### src/rtl/intr_controller_pkg.sv
// Shared constants for the memory-mapped interrupt controller: register map,
// FSM encoding and CAUSE layout.
package intr_controller_pkg;

    localparam logic [3:0] INTC_MASK  = 4'h0;
    localparam logic [3:0] INTC_PEND  = 4'h4;
    localparam logic [3:0] INTC_CAUSE = 4'h8;
    localparam logic [3:0] INTC_EOI   = 4'hC;

    localparam int CAUSE_VALID_BIT = 31;
    localparam int NSRC_MAX        = 16;

    typedef enum logic [1:0] {
        IC_IDLE    = 2'd0,
        IC_REQ     = 2'd1,
        IC_SERVICE = 2'd2
    } ic_state_e;

    function automatic logic [NSRC_MAX-1:0] id_onehot(input logic [3:0] id);
        return 16'h0001 << id;
    endfunction

endpackage

### src/rtl/intr_controller_if.sv
// Peripheral request lines, CPU handshake and data-bus slave port of the
// interrupt controller.
interface intr_controller_if #(
    parameter int NSRC = 4
);
    logic [NSRC-1:0] Irq;
    logic            Inta;
    logic            Intr;
    logic            Sel;
    logic [3:0]      Addr;
    logic [31:0]     Wdata;
    logic            Wmem;
    logic [31:0]     Rdata;

    modport master (
        output Irq, Inta, Sel, Addr, Wdata, Wmem,
        input  Intr, Rdata
    );

    modport slave (
        input  Irq, Inta, Sel, Addr, Wdata, Wmem,
        output Intr, Rdata
    );
endinterface

### src/rtl/intr_controller_prio.sv
// Lowest-index-wins priority encoder over the masked pending vector.
module intr_prio_enc #(
    parameter int NSRC = 4
) (
    input  logic [NSRC-1:0] req,
    output logic [3:0]      id,
    output logic            found
);

    // Scanning downward lets the lowest set index overwrite any higher one.
    always_comb begin
        id    = '0;
        found = 1'b0;
        for (int i = NSRC - 1; i >= 0; i--) begin
            if (req[i]) begin
                id    = 4'(i);
                found = 1'b1;
            end
        end
    end

endmodule

### src/rtl/intr_controller.sv
// Interrupt controller: edge capture, software mask, Intr/Inta handshake with
// CAUSE latching, and end-of-interrupt gating.
module intr_controller
    import intr_controller_pkg::*;
#(
    parameter int NSRC = 4
) (
    input  logic              Clk,
    input  logic              Clrn,
    intr_controller_if.slave  bus
);

    logic [NSRC-1:0] irq_d_q, irq_d_d;
    logic [NSRC-1:0] mask_q, mask_d;
    logic [NSRC-1:0] pend_q, pend_d;
    logic            cause_vld_q, cause_vld_d;
    logic [3:0]      cause_id_q, cause_id_d;
    ic_state_e       state_q, state_d;
    logic            intr_q, intr_d;

    logic [NSRC-1:0]     rise;
    logic [NSRC-1:0]     masked_pend;
    logic [NSRC-1:0]     ack_clr;
    logic [NSRC_MAX-1:0] win_onehot;
    logic [3:0]          win_id;
    logic                win_found;
    logic [3:0]          reg_off;
    logic                wr_en;
    logic                mask_wr;
    logic                eoi_wr;
    logic [31:0]         rdata;
    logic                unused_bits;

    assign reg_off     = {bus.Addr[3:2], 2'b00};
    assign wr_en       = bus.Sel & bus.Wmem;
    assign mask_wr     = wr_en && (reg_off == INTC_MASK);
    assign eoi_wr      = wr_en && (reg_off == INTC_EOI);
    assign rise        = bus.Irq & ~irq_d_q;
    assign masked_pend = pend_q & mask_q;
    assign win_onehot  = id_onehot(win_id);
    assign unused_bits = ^{bus.Addr[1:0], bus.Wdata, win_onehot};

    intr_prio_enc #(.NSRC(NSRC)) u_prio (
        .req   (masked_pend),
        .id    (win_id),
        .found (win_found)
    );

    always_comb begin
        state_d     = state_q;
        cause_vld_d = cause_vld_q;
        cause_id_d  = cause_id_q;
        ack_clr     = '0;
        case (state_q)
            IC_IDLE: begin
                if (win_found) state_d = IC_REQ;
            end
            IC_REQ: begin
                if (bus.Inta) begin
                    if (win_found) begin
                        state_d     = IC_SERVICE;
                        cause_vld_d = 1'b1;
                        cause_id_d  = win_id;
                        ack_clr     = win_onehot[NSRC-1:0];
                    end else begin
                        // Acknowledge with nothing left to serve: spurious.
                        state_d     = IC_IDLE;
                        cause_vld_d = 1'b0;
                        cause_id_d  = '0;
                    end
                end else if (!win_found) begin
                    state_d = IC_IDLE;
                end
            end
            IC_SERVICE: begin
                if (eoi_wr) begin
                    state_d     = IC_IDLE;
                    cause_vld_d = 1'b0;
                end
            end
            default: state_d = IC_IDLE;
        endcase
    end

    always_comb begin
        irq_d_d = bus.Irq;
        // A fresh edge on the source being acknowledged keeps it pending.
        pend_d  = (pend_q & ~ack_clr) | rise;
        mask_d  = mask_wr ? bus.Wdata[NSRC-1:0] : mask_q;
        intr_d  = (state_d == IC_REQ);
    end

    always_ff @(posedge Clk or negedge Clrn) begin
        if (!Clrn) begin
            irq_d_q     <= '0;
            mask_q      <= '0;
            pend_q      <= '0;
            cause_vld_q <= 1'b0;
            cause_id_q  <= '0;
            state_q     <= IC_IDLE;
            intr_q      <= 1'b0;
        end else begin
            irq_d_q     <= irq_d_d;
            mask_q      <= mask_d;
            pend_q      <= pend_d;
            cause_vld_q <= cause_vld_d;
            cause_id_q  <= cause_id_d;
            state_q     <= state_d;
            intr_q      <= intr_d;
        end
    end

    always_comb begin
        rdata = '0;
        if (bus.Sel) begin
            case (reg_off)
                INTC_MASK:  rdata[NSRC-1:0] = mask_q;
                INTC_PEND:  rdata[NSRC-1:0] = pend_q;
                INTC_CAUSE: begin
                    rdata[CAUSE_VALID_BIT] = cause_vld_q;
                    rdata[3:0]             = cause_id_q;
                end
                default:    rdata = '0;
            endcase
        end
    end

    assign bus.Rdata = rdata;
    assign bus.Intr  = intr_q;

endmodule
### src/flat_wrapper.sv
// flat-port wrapper written by rule: the top's interface ports become plain ports
module intr_controller_flat import intr_controller_pkg::*;
#(
    parameter int NSRC = 4
)
  (Clk, Clrn, bus_Irq, bus_Inta, bus_Sel, bus_Addr, bus_Wdata, bus_Wmem, bus_Intr, bus_Rdata);
  intr_controller_if #(.NSRC(NSRC)) bus_i ();
  input  logic Clk;
  input  logic Clrn;
  input wire logic [$bits(bus_i.Irq)-1:0] bus_Irq;
  input wire logic [$bits(bus_i.Inta)-1:0] bus_Inta;
  input wire logic [$bits(bus_i.Sel)-1:0] bus_Sel;
  input wire logic [$bits(bus_i.Addr)-1:0] bus_Addr;
  input wire logic [$bits(bus_i.Wdata)-1:0] bus_Wdata;
  input wire logic [$bits(bus_i.Wmem)-1:0] bus_Wmem;
  output wire logic [$bits(bus_i.Intr)-1:0] bus_Intr;
  output wire logic [$bits(bus_i.Rdata)-1:0] bus_Rdata;
  assign bus_i.Irq = bus_Irq;
  assign bus_i.Inta = bus_Inta;
  assign bus_i.Sel = bus_Sel;
  assign bus_i.Addr = bus_Addr;
  assign bus_i.Wdata = bus_Wdata;
  assign bus_i.Wmem = bus_Wmem;
  assign bus_Intr = bus_i.Intr;
  assign bus_Rdata = bus_i.Rdata;
  intr_controller #(.NSRC(NSRC)) u_core (.Clk(Clk), .Clrn(Clrn), .bus(bus_i));
endmodule
### config.mk
export PLATFORM = sky130hd
export DESIGN_NAME = intr_controller_flat
export DESIGN_NICKNAME = d
export VERILOG_FILES = /design/src/rtl/intr_controller_pkg.sv /design/src/rtl/intr_controller_if.sv /design/src/rtl/intr_controller_prio.sv /design/src/rtl/intr_controller.sv /design/src/flat_wrapper.sv
export SDC_FILE = /design/constraint.sdc
export NUM_CORES = 1
export LEC_CHECK = 0
export CORE_MARGIN = 4
export CORE_UTILIZATION = 37
export DETAILED_ROUTE_END_ITERATION = 12
export PLACE_DENSITY = 0.95
export RECOVER_POWER = 50
export SYNTH_ARGS = -nofsm -noshare
export SYNTH_HDL_FRONTEND = slang
export SYNTH_SLANG_ARGS = --single-unit
### constraint.sdc
create_clock -name Clk -period 3.8 [get_ports Clk]
set_clock_uncertainty 0.05 [all_clocks]
set_input_delay 0.38 -clock Clk [delete_from_list [all_inputs] [get_ports Clk]]
set_output_delay 0.38 -clock Clk [all_outputs]
set_load 0.02 [all_outputs]
### After elaboration in Yosys (flattened, before gate mapping)

Cells that the tools add are included.

* register bits: 20
* input port bits: 45
* output and inout bits: 33
* logic and storage cells: 55

* eq/ne operators: 8
* shifts and indexed selects: 1
* multiplexer cells: 25
* bitwise gates (word level): 7
* reductions and logical operators: 7

Operator list (number)
* 2-to-1 mux 32 bit: 1
* 2-to-1 mux 4 bit: 7
* AND 4 bit: 3
* 2-to-1 mux 2 bit: 6
* one-hot mux 4 bit (3 select lines): 1
* 2-to-1 mux 1 bit: 8
* NOT 4 bit: 2
* == test 2 x 1 -> 1 bit (second input constant): 3
* == test 2 bit (second input constant): 3
* one-hot mux 2 bit (3 select lines): 1
* logical NOT 4 bit: 1
* OR 4 bit: 1
* << shifter 1 x 4 -> 4 bit (first input constant): 1
* AND reduction 3 bit: 1
* logical AND 1 bit: 2
* logical NOT 2 bit: 1
* != test 2 x 1 -> 1 bit (second input constant): 1
* != test 2 bit (second input constant): 1
* one-hot mux 1 bit (2 select lines): 1
* AND reduction 2 bit: 1
* nonzero test 2 bit: 1
* AND 1 bit: 1

### Longest topological paths before layout

Gate-level depths: netlist of the first run.

* depth in word-level cells: 12
* gate-level depth with buffers: 4
* depth with buffers taken out: 3

### By module

A second synthesis of the first run with hierarchy kept.

* cell total of the unflattened synthesis: 129
* area total of the unflattened synthesis: 1238.7 µm²

By module, submodules not included
* intr_controller: times used 1, cells each 119, area an instance 1184.9 µm², seq. area each 500.5 µm²
* intr_prio_enc: times used 1, cells each 10, area an instance 53.8 µm², seq. area each 0.0 µm²

### Worst setup path after synthesis of the first run

Ideal clock, no wire load.

* path kind: input-to-output
* start: input port bus_Addr[2]
* end: output port bus_Rdata[1]
* arrival: 1.177 ns
* data required time: 3.370 ns
* setup slack: 2.193 ns
* stages on the path: 4
* buffers on the path: 1
* cell sequence: buf_4 -> mux2i_1 -> or2_1 -> a21boi_1

* longest elaborated chain between the ends: 3
* elaborated cells between the ends (all ways): 5
* those cells by class: 2 x eq/ne; 2 x mux; 1 x reduce/logical

RTL lines
* from (decl): line flat_wrapper.sv:13 `input wire logic [$bits(bus_i.Addr)-1:0] bus_Addr;`
* == test 2 bit, or another cell as far along: line intr_controller.sv:116 `case (reg_off)`
* one-hot mux 4 bit (3 select lines) (*): line intr_controller.sv:116
* 2-to-1 mux 32 bit (*): line intr_controller.sv:115 `if (bus.Sel) begin`
* to (decl): line flat_wrapper.sv:17 `output wire logic [$bits(bus_i.Rdata)-1:0] bus_Rdata;`

Every way passes the cells marked *; elsewhere a longest branch is shown, timed or not.

### Final worst setup path of the first run

Ends and elaborated chain as after synthesis.

==> flow_summary.toml, run 1 <==
[status]
outcome = "finished clean"

[cts]
h-tree-depth = 1
root_buffer = "clkbuf_4"
clockBufferDepth = 2
holdBufCountCts = 0
cts_setup_buffers = 0
clk_latency_ps = 290
cts_buffers = 3
cts_resized = 0
cts_tree = "yes"
cts_num_sinks = 18
path_clk_slew_ps = 100

[min_path]
hold_depth = 1
hold_class = "register to register"

[synthesis]
ys.flop_type = "dfrtp_1"
ys_seq_area_frac = 0.411
ys_async_sr_fraction = 1.00
synth_area_sq_mm = 0.00109
synth-edff-count = 0
synth_cell_types = 32
postSynthCellCount = 107
syn_area_per_cell_sq_um = 10.2
ys_warn_count = 0
synth_seq_cells = 18

[placed_design]
dpl_worst_slack_ps = 1200
dp_cells = 156
place_area_sq_mm = 0.00122
gp_congestion = 0.753
port-buffer-count = 20
dp_hpwl_um = 1510

[timing]
tns_ps = 0
rsz0062_at_grt = "no"
worst_pin_slew_ps = 771
min_period_ps = 2590
drv_slew = 0
relSlewSlack = 0.485
setup_viol = 0
finalHoldViolCount = 0
final.setup.worst_slack_ps = 1210
max_freq_mhz = 386
post-route-period-util = 0.681

[floorplan]
fp-row-count = 19
die_w_um = 62.4
core_area_sq_mm = 0.00278
die_area_sq_mm = 0.00389
die_y_um = 62.4
initial_utilization = 0.394
ioPinCount = 78

[global_route]
grtUsageTotal = 0.0969
grt_overflow_total = 0
grt_max_degree = 19
antenna_found_initial = 0
grt_pass1_vias = 693
grt_pass1_wl_um = 3010

[detailed_routing]
viasPerCell = 4.51
wl_um = 1850
vias = 717
drtAntennaViolNets = 0
first_iter_violations = 22
drc = 0
wl_per_cell_um = 11.6
drtPass1Iterations = 4

[setup_path]
r2r-end = "u_core.pend_q[3]"
critPathKind = "input pin to output pin"
r2r_cells = 3
critPathLaunchType = "input pin"
worstPathRequired_ps = 3370
r2r_setup_slack_ps = 2500
crit_path_max_fanout = 7
cp_data_arrival_time_ps = 2160
reg2reg_from = "u_core.mask_q[0]"
cp-endpoint = "bus_Rdata[1]"
critPathLaunch = "bus_Addr[2]"
worstSetupEndpointType = "output pin"

[final_layout]
final_layout_size_suffix_gt1_frac = 0.0625
fillCellCount = 285
diodes = 0
final_cell_mix = "conb_1, dfrtp_1, clkdlybuf4s50_1, inv_1"
fin_nets = 175
layout.cells.non_filler = 159
multi_input_area_sq_um = 502
regArea_sq_um = 450
area_growth_pct = 12.9
final_cell_area_sq_mm = 0.00124
mostFrequentLayoutCell = "conb_1"

[pwr]
finalPower_w = 0.000626
ir_worst_vdd_mv = 0.234
power.density_mw_per_mm2 = 507
p_leak_nw = 0.571

[run]
cap_violations = 0
## cells in the mapped netlist (2+ instances only)
| library cell | n | area share |
|---|---|---|
| buf_4 | 28 | 0.19 |
| dfrtp_1 | 18 | 0.41 |
| inv_1 | 6 | 0.021 |
| nand2_1 | 5 | 0.017 |
| nor2_1 | 5 | 0.017 |
| and2_1 | 4 | 0.023 |
| mux2_1 | 4 | 0.041 |
| mux2i_1 | 4 | 0.037 |
| o21ai_1 | 4 | 0.018 |
| nor2b_1 | 3 | 0.017 |
| a211oi_1 | 2 | 0.014 |
| a22o_1 | 2 | 0.016 |
| a31o_1 | 2 | 0.016 |
| o21ai_0 | 2 | 0.0091 |
## registers in the layout (all words and copies together) (netlist names)
| name | flops |
|---|---|
| u_core.irq_d_q | 4 |
| u_core.bus.Intr | 1 |
| u_core.cause_vld_q | 1 |
| u_core.cause_id_q | 2 |
| u_core.state_q | 2 |
| u_core.pend_q | 4 |
| u_core.mask_q | 4 |
## metrics by stage
| stage | hold slack, ps | util |
|---|---|---|
| 2_1_floorplan | 34.4 | - |
| 3_3_place_gp | 345 | 0.439 |
| 3_5_place_dp | 352 | 0.439 |
| 4_1_cts | 365 | 0.447 |
| 5_1_grt | 376 | 0.444 |
| 6_report | 362 | 0.444 |
## final cells by class
| class | count | share of cell area |
|---|---|---|
| multi-input combinational | 81 | 0.406 |
| sequential | 18 | 0.364 |
| timing repair buffer | 20 | 0.162 |
| tap | 31 | 0.0314 |
| clock buffer | 3 | 0.0182 |
| inverter | 6 | 0.0182 |
## worst min-delay path by stage
stage / from / endpoint
3_5_place_dp: u_core.irq_d_q[2] / u_core.pend_q[2]
3_3_place_gp: u_core.irq_d_q[0] / u_core.pend_q[0]
4_1_cts: u_core.irq_d_q[2] / u_core.pend_q[2]
6_report: u_core.irq_d_q[2] / u_core.pend_q[2]
2_1_floorplan: Clrn / u_core.bus.Intr
5_1_grt: u_core.irq_d_q[2] / u_core.pend_q[2]
## routing by layer
layer  global-route usage  part of all wire  up-vias
li1                     -                 -      356
met1                0.112              0.43      329
met2                0.152              0.47       28
met3               0.0324             0.077        4
met4               0.0637             0.019        0
met5                    0                 0        -
## report_power, final
part	switching [W]	internal (W)	total, W	leakage (nW)
clock	0.0000561	0.0000369	0.0000930	0.0138
sequential	0.0000475	0.000245	0.000292	0.207
combinational	0.000132	0.000109	0.000241	0.351
## kinds of logic (layout without fill, tap and decap cells)
logic type / after synthesis / in the layout / share of synthesized area
buf+inv: 34 / 29 / 0.213
flops: 18 / 18 / 0.411
compound gates: 19 / 19 / 0.128
mux: 8 / 8 / 0.0777
other cells: 1 / 27 / 0.00343
simple gates: 27 / 27 / 0.167
## worst max-delay path, cell delays in order
cell and delay [ps]:
clkdlybuf4s50_1 700, mux2i_1 130, or2_1 220, a21boi_1 110
clkdlybuf4s50_1 610
No activity file was read; power rests on OpenSTA's default activity.
==> run 2, diff against run 1 <==
- CORE_UTILIZATION: 37 -> 34
- PLACE_DENSITY: 0.95 -> 0.9
- clock period: 3.8 -> 2.46 ns (I/O delays scaled with it)
==> flow_summary.toml, run 2 (synthesis results as in run 1) <==
[global_route]
grt_max_degree = 19
grt_overflow_total = 0
grtUsageTotal = 0.0940
antenna_found_initial = 0
grt_pass1_wl_um = 3070
grt_pass1_vias = 701

[cts]
root_buffer = "clkbuf_4"
path_clk_slew_ps = 90
cts_num_sinks = 18
cts_setup_buffers = 0
cts_tree = "yes"
cts_resized = 0
h-tree-depth = 1
holdBufCountCts = 0
clk_latency_ps = 290
clockBufferDepth = 2
cts_buffers = 3

[run]
cap_violations = 0

[timing]
relSlewSlack = 0.485
tns_ps = 0
min_period_ps = 2310
post-route-period-util = 0.937
max_freq_mhz = 434
drv_slew = 0
rsz0062_at_grt = "no"
worst_pin_slew_ps = 770
setup_viol = 0
finalHoldViolCount = 0

[pwr]
p_leak_nw = 0.590
finalPower_w = 0.00102
ir_worst_vdd_mv = 0.172
power.density_mw_per_mm2 = 794

[final_layout]
mostFrequentLayoutCell = "conb_1"
final_layout_size_suffix_gt1_frac = 0.0846
final_cell_mix = "conb_1, dfrtp_1, clkdlybuf4s50_1, inv_1"
area_growth_pct = 17.0
fillCellCount = 326
diodes = 0
fin_nets = 176
biggestRegsByFlops = "u_core.irq_d_q x4, u_core.mask_q x4, u_core.pend_q x4"

[floorplan]
initial_utilization = 0.356
die_w_um = 64.7
die_area_sq_mm = 0.00419
fp-row-count = 20
core_area_sq_mm = 0.00308
ioPinCount = 78
die_y_um = 64.7

[status]
outcome = "finished clean"

[detailed_routing]
wl_per_cell_um = 10.8
first_iter_violations = 16
drc = 0
drtPass1Iterations = 4
drtAntennaViolNets = 0
vias = 744
viasPerCell = 4.28
wl_um = 1880

[setup_path]
critPathKind = "input pin to output pin"
worstSetupEndpointType = "output pin"
worstPathRequired_ps = 2160
cp_data_arrival_time_ps = 2010
crit_path_max_fanout = 7
critPathLaunchType = "input pin"

[placed_design]
port-buffer-count = 20
dp_hpwl_um = 1540
gp_congestion = 0.724

[min_path]
hold_class = "register to register"
## run 2: changes by cell type in the layout (fill, tap and decap cells not counted)
| cell | before | now |
|---|---|---|
| buf_4 | 0 | 1 |
| clkbuf_8 | 0 | 1 |
| nand2b_1 | 2 | 1 |
| nand2b_4 | 0 | 1 |
## run 2: metal layers
metal,GRT usage,vias up,routed length (um)
li1,-,358,-
met3,0.0295,5,180
met1,0.123,346,788
met2,0.134,35,866
met5,0,-,0
met4,0.0554,0,41
## run 2: area by class of cell
| cell class | instances | area, sq um | share of cell area |
|---|---|---|---|
| Sequential cell | 18 | 450 | 0.352 |
| Tap cell | 44 | 55.1 | 0.0430 |
| Timing Repair Buffer | 21 | 208 | 0.162 |
| Clock buffer | 4 | 36.3 | 0.0283 |
| Multi-Input combinational cell | 81 | 509 | 0.397 |
| Inverter | 6 | 22.5 | 0.0176 |
## run 2: path summary, 6_finish.rpt
kind	startpoint	cells after the start	slack (ps)	endpoint
max in group asynchronous	Clrn	1	1470	u_core.pend_q[3]
worst min register to register	u_core.irq_d_q[0]	1	370	u_core.pend_q[0]
worst min-delay path	u_core.irq_d_q[0]	1	370	u_core.pend_q[0]
worst max-delay path	bus_Addr[2]	5	150	bus_Rdata[1]
worst max register to register	u_core.pend_q[0]	3	1190	u_core.pend_q[3]
min in group asynchronous	Clrn	1	420	u_core.cause_vld_q
## run 2: metrics by stage
stage           util  setup slack [ps]  hold WS (ps)  cells  cell area, sq um
2_1_floorplan      -              1120         -99.6    133              1190
3_3_place_gp   0.404               132           346    170              1240
3_5_place_dp   0.404               145           360    170              1240
4_1_cts        0.416               143           368    174              1280
5_1_grt        0.416              74.9           386    174              1280
6_report       0.416               155           367    174              1280
## run 2: worst max-delay path, stage by stage
cell,delay (ps)
clkdlybuf4s50_1,690
mux2i_1,130
or2_1,210
a21boi_1,110
clkdlybuf4s50_1,610
## run 2: power by group
part | internal, W | switching (W) | leakage, nW | total [W]
Sequential | 0.000378 | 0.0000797 | 0.207 | 0.000458
Combinational | 0.000177 | 0.000206 | 0.362 | 0.000383
Clock | 0.0000902 | 0.0000854 | 0.0210 | 0.000176
Total | 0.000645 | 0.000371 | 0.590 | 0.00102
